$ cat src/rtl/sram_nbit_ctrl_if.sv
// rtl/sram_nbit_ctrl_if.sv - request/response bundle for the swept-init SRAM controller
interface sram_nbit_ctrl_if #(
  parameter int DATA_W = 8,
  parameter int ADDR_W = 4
);
  logic              req;
  logic              we;
  logic [ADDR_W-1:0] addr;
  logic [DATA_W-1:0] wdata;
  logic [DATA_W-1:0] wmask;
  logic              clear;
  logic              ready;
  logic [DATA_W-1:0] rdata;
  logic              rvalid;
  logic              err;
  logic              init_done;

  modport master (
    output req, we, addr, wdata, wmask, clear,
    input  ready, rdata, rvalid, err, init_done
  );

  modport slave (
    input  req, we, addr, wdata, wmask, clear,
    output ready, rdata, rvalid, err, init_done
  );
endinterface

$ cat src/rtl/sram_nbit_ctrl.sv
// rtl/sram_nbit_ctrl.sv - single-port SRAM with bit-masked writes and an init sweep
// Memory is filled with INIT_VAL one word per cycle after reset or clear.
module sram_nbit_ctrl #(
  parameter int              DATA_W   = 8,
  parameter int              ADDR_W   = 4,
  parameter int              DEPTH    = 16,
  parameter logic [DATA_W-1:0] INIT_VAL = '0
) (
  input  logic             clk,
  input  logic             rst_n,
  sram_nbit_ctrl_if.slave  bus
);

  typedef enum logic {INIT, IDLE} state_t;

  localparam logic [ADDR_W:0]   DEPTH_C = DEPTH[ADDR_W:0];
  localparam logic [ADDR_W-1:0] LAST_C  = ADDR_W'(DEPTH - 1);

  logic [DATA_W-1:0] mem [DEPTH];

  state_t            state_q, state_d;
  logic [ADDR_W-1:0] cnt_q, cnt_d;
  logic [DATA_W-1:0] rdata_q, rdata_d;
  logic              rvalid_q, rvalid_d;
  logic              err_q, err_d;
  logic              init_done_q, init_done_d;

  logic ready;
  logic accept;
  logic in_range;

  assign ready    = (state_q == IDLE) && !bus.clear;
  assign accept   = bus.req && ready;
  assign in_range = {1'b0, bus.addr} < DEPTH_C;

  assign bus.ready     = ready;
  assign bus.rdata     = rdata_q;
  assign bus.rvalid    = rvalid_q;
  assign bus.err       = err_q;
  assign bus.init_done = init_done_q;

  always_comb begin
    state_d     = state_q;
    cnt_d       = cnt_q;
    rdata_d     = rdata_q;
    rvalid_d    = 1'b0;
    err_d       = 1'b0;
    init_done_d = init_done_q;
    case (state_q)
      INIT: begin
        if (cnt_q == LAST_C) begin
          state_d     = IDLE;
          cnt_d       = '0;
          init_done_d = 1'b1;
        end else begin
          cnt_d = cnt_q + 1'b1;
        end
      end
      IDLE: begin
        if (bus.clear) begin
          state_d     = INIT;
          cnt_d       = '0;
          init_done_d = 1'b0;
        end else if (accept) begin
          if (!in_range) begin
            err_d = 1'b1;
            if (!bus.we) begin
              rdata_d  = '0;
              rvalid_d = 1'b1;
            end
          end else if (!bus.we) begin
            rdata_d  = mem[bus.addr];
            rvalid_d = 1'b1;
          end
        end
      end
      default: state_d = INIT;
    endcase
  end

  always_ff @(posedge clk or negedge rst_n) begin
    if (!rst_n) begin
      state_q     <= INIT;
      cnt_q       <= '0;
      rdata_q     <= '0;
      rvalid_q    <= 1'b0;
      err_q       <= 1'b0;
      init_done_q <= 1'b0;
    end else begin
      state_q     <= state_d;
      cnt_q       <= cnt_d;
      rdata_q     <= rdata_d;
      rvalid_q    <= rvalid_d;
      err_q       <= err_d;
      init_done_q <= init_done_d;
    end
  end

  // Storage has no reset; the sweep is what gives it defined contents.
  always_ff @(posedge clk) begin
    if (state_q == INIT) begin
      mem[cnt_q] <= INIT_VAL;
    end else if (accept && bus.we && in_range) begin
      mem[bus.addr] <= (mem[bus.addr] & ~bus.wmask) | (bus.wdata & bus.wmask);
    end
  end

endmodule

$ cat src/flat_wrapper.sv
// flat-port wrapper written by rule: the top's interface ports become plain ports
module sram_nbit_ctrl_flat 
#(
  parameter int              DATA_W   = 8,
  parameter int              ADDR_W   = 4,
  parameter int              DEPTH    = 16,
  parameter logic [DATA_W-1:0] INIT_VAL = '0
)
  (clk, rst_n, bus_req, bus_we, bus_addr, bus_wdata, bus_wmask, bus_clear, bus_ready, bus_rdata, bus_rvalid, bus_err, bus_init_done);
  sram_nbit_ctrl_if #(.DATA_W(DATA_W), .ADDR_W(ADDR_W)) bus_i ();
  input  logic clk;
  input  logic rst_n;
  input wire logic [$bits(bus_i.req)-1:0] bus_req;
  input wire logic [$bits(bus_i.we)-1:0] bus_we;
  input wire logic [$bits(bus_i.addr)-1:0] bus_addr;
  input wire logic [$bits(bus_i.wdata)-1:0] bus_wdata;
  input wire logic [$bits(bus_i.wmask)-1:0] bus_wmask;
  input wire logic [$bits(bus_i.clear)-1:0] bus_clear;
  output wire logic [$bits(bus_i.ready)-1:0] bus_ready;
  output wire logic [$bits(bus_i.rdata)-1:0] bus_rdata;
  output wire logic [$bits(bus_i.rvalid)-1:0] bus_rvalid;
  output wire logic [$bits(bus_i.err)-1:0] bus_err;
  output wire logic [$bits(bus_i.init_done)-1:0] bus_init_done;
  assign bus_i.req = bus_req;
  assign bus_i.we = bus_we;
  assign bus_i.addr = bus_addr;
  assign bus_i.wdata = bus_wdata;
  assign bus_i.wmask = bus_wmask;
  assign bus_i.clear = bus_clear;
  assign bus_ready = bus_i.ready;
  assign bus_rdata = bus_i.rdata;
  assign bus_rvalid = bus_i.rvalid;
  assign bus_err = bus_i.err;
  assign bus_init_done = bus_i.init_done;
  sram_nbit_ctrl #(.DATA_W(DATA_W), .ADDR_W(ADDR_W), .DEPTH(DEPTH), .INIT_VAL(INIT_VAL)) u_core (.clk(clk), .rst_n(rst_n), .bus(bus_i));
endmodule
$ cat config.mk
export PLATFORM = sky130hd
export DESIGN_NAME = sram_nbit_ctrl_flat
export DESIGN_NICKNAME = d
export VERILOG_FILES = /design/src/rtl/sram_nbit_ctrl_if.sv /design/src/rtl/sram_nbit_ctrl.sv /design/src/flat_wrapper.sv
export SDC_FILE = /design/constraint.sdc
export NUM_CORES = 1
export LEC_CHECK = 0
export ABC_AREA = 1
export CORE_MARGIN = 8
export CORE_UTILIZATION = 56
export CTS_CLUSTER_SIZE = 25
export DETAILED_ROUTE_END_ITERATION = 10
export GPL_TIMING_DRIVEN = 0
export PLACE_DENSITY = 0.85
export SYNTH_ARGS = -nofsm -noshare
export SYNTH_HDL_FRONTEND = slang
export SYNTH_SLANG_ARGS = --single-unit
$ cat constraint.sdc
create_clock -name clk -period 4.9 [get_ports clk]
set_input_delay 0.98 -clock clk [delete_from_list [all_inputs] [get_ports clk]]
set_output_delay 0.98 -clock clk [all_outputs]
set_load 0.02 [all_outputs]
==> results.toml, run 1 <==
[timing]
slew_headroom_pct = 41.7
postLayoutSetupSlackWorst_ns = 1.60
hold_viol_final = 0
rsz0062_at_grt = "no"
clock.fmax_mhz = 303
period_needed_ns = 3.30
fin_tns_setup_ns = 0
slew_violations = 0
tightestPinTransition_ns = 0.871
setup_viol = 0
layout_worst_path_cycle_share_pct = 67.3
whs_ns = 0.481
skew_ns = 0.0104

[power_and_ir_drop]
p_int_mw = 2.77
power_frac_comb_pct = 19.0
p_sw_mw = 1.06
p_leak_nw = 3.37
power.clock.fraction_pct = 37.2
vdd_drop_max_mv = 0.276
power.density_mw_per_mm2 = 509
sw_frac_of_total_pct = 27.6
p_seq_share_pct = 43.8

[drt]
dr.pass1.iters = 7
drt_wl_total_um = 15600
via_per_inst = 5.48
route.detailed.drc = 0
num_vias = 4709
wl_per_cell_um = 18.1
drt_iter0_markers = 605
final_antenna_net_count = 0

[grt]
grtUsageTotal_pct = 21.6
grt_max_degree = 17
grt-ovfl-total = 0
grtUsageMet2_pct = 34.5
grt.met1_usage_pct = 28.0
use_met3_pct = 4.78
globalRoute.busiestLayer = "met2"
antenna_found_initial = 0
grt_pass1_vias = 4408
grt_first_pass_wirelength_um = 23800

[yosys]
yosysWarningCount = 0
synth_top_area_share_pct = 60.4
syn_inst = 653
synth_area_mm2 = 0.00637
synth-main-ff-cell = "edfxtp_1"
synthDistinctLibCells = 26
async_flop_share_pct = 10.5
syn_area_per_cell_um2 = 9.75
synth_common_cells = "nand2_1, edfxtp_1, nand3_1, inv_1, nor2_1"
yosysMostFrequentCell = "nand2_1"
synth_edf_count = 128
synth_nets = 679
synth_top_area_cell = "edfxtp_1"
netlist_top_cells_area = "edfxtp_1, nand2_1, nand3_1, dfrtp_1, inv_1"
ys_seq_area_share_pct = 66.3
ys_ff_latch = 143

[clocking]
cts-htree-levels = 4
cts_made_buffers = 17
cts_sinks = 143
clk_latency_ns = 0.42
post_cts_buffers = 0
clock-root-buffer = "clkbuf_16"
clockBufferDepth = 2
cts_hold_buf = 0
clk_pin_slew_worst_paths_ns = 0.06
cts_tree = "built"
post_cts_resized = 0

[setup_path]
max_stage_delay_ns = 0.63
worstPathCellList = "clkdlybuf4s50_1 > nor2_8 > clkdlybuf4s50_1"
critPathSlowestCell = "clkdlybuf4s50_1"
required_ns = 3.92
rr_worst_depth = 6
crit_path_end_kind = "primary output"
ff2ff_setup_slack_ns = 2.51
cp-start-kind = "primary input"
cp.arrival_ns = 2.32
cpMostUsedCell = "clkdlybuf4s50_1"
crit_fanout = 6
critPathKind = "primary input to primary output"

[run]
maxCapViolCount = 0

[cells_and_area]
regArea_mm2 = 0.00422
n_fill_cell = 842
fin_area_mm2 = 0.00751
final_net_count = 730
syn_to_final_growth_pct = 18.0
multi_input_area_mm2 = 0.00166
n_antenna_cell = 0
drive_gt1_share_pct = 7.96

[run_status]
status = "completed"

[worst_hold_path]
hp-class = "register to register"
worstHoldPathCells = 2

[placed_design]
placement.cell_area_mm2 = 0.00687
gp_congestion = 0.873
dpl_worst_slack_ns = 1.41
place_hpwl_um = 10500
io_buffers = 32

[die]
core-area_mm2 = 0.0113
ioPinCount = 37
die_w_um = 123
start_util_pct = 56.5
die_area_mm2 = 0.0150
row_count = 39
die_h_um = 123
## area by class of cell
cell class	instances	share of cell area [%]
buffer	27	1.82
clock buffer	17	5.66
clock inverter	14	2.95
inverter	93	4.65
multi-input combinational	390	22.1
sequential	143	56.2
tap	143	2.38
timing repair buffer	32	4.26
## worst max-delay path, delay by kind of cell
kind	cells	cell delay, ns
buffers and inverters	2	1.14
and+or+nand+nor	1	0.20
## cells by family (layout without fill, tap and decap cells)
family | count (synthesis) | after routing | share of synthesized area (%)
AND/OR/NAND/NOR | 375 | 375 | 24.6
flip-flops | 143 | 143 | 66.3
buffers and inverters | 120 | 183 | 7.62
AO/OA/AOI/OAI | 11 | 11 | 1.02
XOR/XNOR | 2 | 2 | 0.275
adder cells (fa/ha/maj) | 1 | 1 | 0.196
other | 1 | 1 | 0.0589
## flip-flops by register name, summed over array words and instances, names as in the netlist
name and cells:
u_core.bus.init_done 1, u_core.bus.rdata 8, u_core.bus.rvalid 1, u_core.cnt_q 4, u_core.mem 128, u_core.state_q 1
## metrics by stage
| stage | power, mW | utilization [%] | std cells |
|---|---|---|---|
| 3_3_place_gp | 2.38 | 60.9 | 828 |
| 4_1_cts | 3.81 | 66.7 | 859 |
| 3_5_place_dp | 2.41 | 60.9 | 828 |
| 6_report | 3.82 | 66.7 | 859 |
| 5_1_grt | 3.96 | 66.7 | 859 |
| 2_1_floorplan | 2.14 | - | 653 |
## power groups by stage
stage / sequential (mW) / combinational [mW] / clock (mW)
3_5_place_dp: 1.70 / 0.711 / 0
3_3_place_gp: 1.69 / 0.692 / 0
4_1_cts: 1.67 / 0.717 / 1.42
5_1_grt: 1.70 / 0.796 / 1.47
2_1_floorplan: 1.72 / 0.417 / 0
6_report: 1.67 / 0.725 / 1.42
## final timing paths
kind | start | to
setup / recovery | bus_clear | bus_ready
hold / removal | u_core.bus.rdata[3] | u_core.bus.rdata[3]
setup reg to reg | u_core.state_q | u_core.mem[7][0]
hold reg to reg | u_core.bus.rdata[3] | u_core.bus.rdata[3]
max in group asynchronous | rst_n | u_core.bus.rdata[1]
min in group asynchronous | rst_n | u_core.bus.rdata[6]
## per-layer routing
metal,vias up,share of wire (%)
met1,2208,40
met4,0,2.7
met5,-,0
li1,2200,-
met2,259,47
met3,42,9.9
## cells in the final DEF (no fill, tap or decap), types with 2 or more instances in the layout
| cell | instances |
|---|---|
| clkbuf_1 | 5 |
| inv_1 | 91 |
| clkdlybuf4s50_1 | 32 |
| a21oi_1 | 2 |
| dfrtp_1 | 15 |
| nand2_1 | 243 |
| clkbuf_16 | 17 |
| nand3_1 | 93 |
| nor2_1 | 33 |
| nand2_2 | 3 |
| o21ai_1 | 3 |
| o22ai_1 | 2 |
| o21ai_0 | 2 |
| inv_2 | 2 |
| clkinv_2 | 2 |
| buf_2 | 19 |
| bufinv_16 | 6 |
| edfxtp_1 | 128 |
| clkinv_1 | 4 |
Note: power is estimated with default switching activity, not from simulation.
==> inputs of run 2 (changes only) <==
Clock period 4.9 ns to 3.3 ns, I/O delays scaled along.
==> results of run 2 <==
Same layout as run 1 (identical final DEF). Status: completed.
Among the figures that moved: setup slack after placement 1.41 ns -> 0.135 ns; setup slack after layout 1.60 ns -> 0.505 ns; start point of the critical path bus_clear -> bus_addr[0]; end point of the critical path bus_ready -> u_core.mem[15][2]; register-to-register setup slack 2.51 ns -> 0.91 ns; total power 3.82 mW -> 5.68 mW; worst IR drop on VDD 0.276 mV -> 0.410 mV
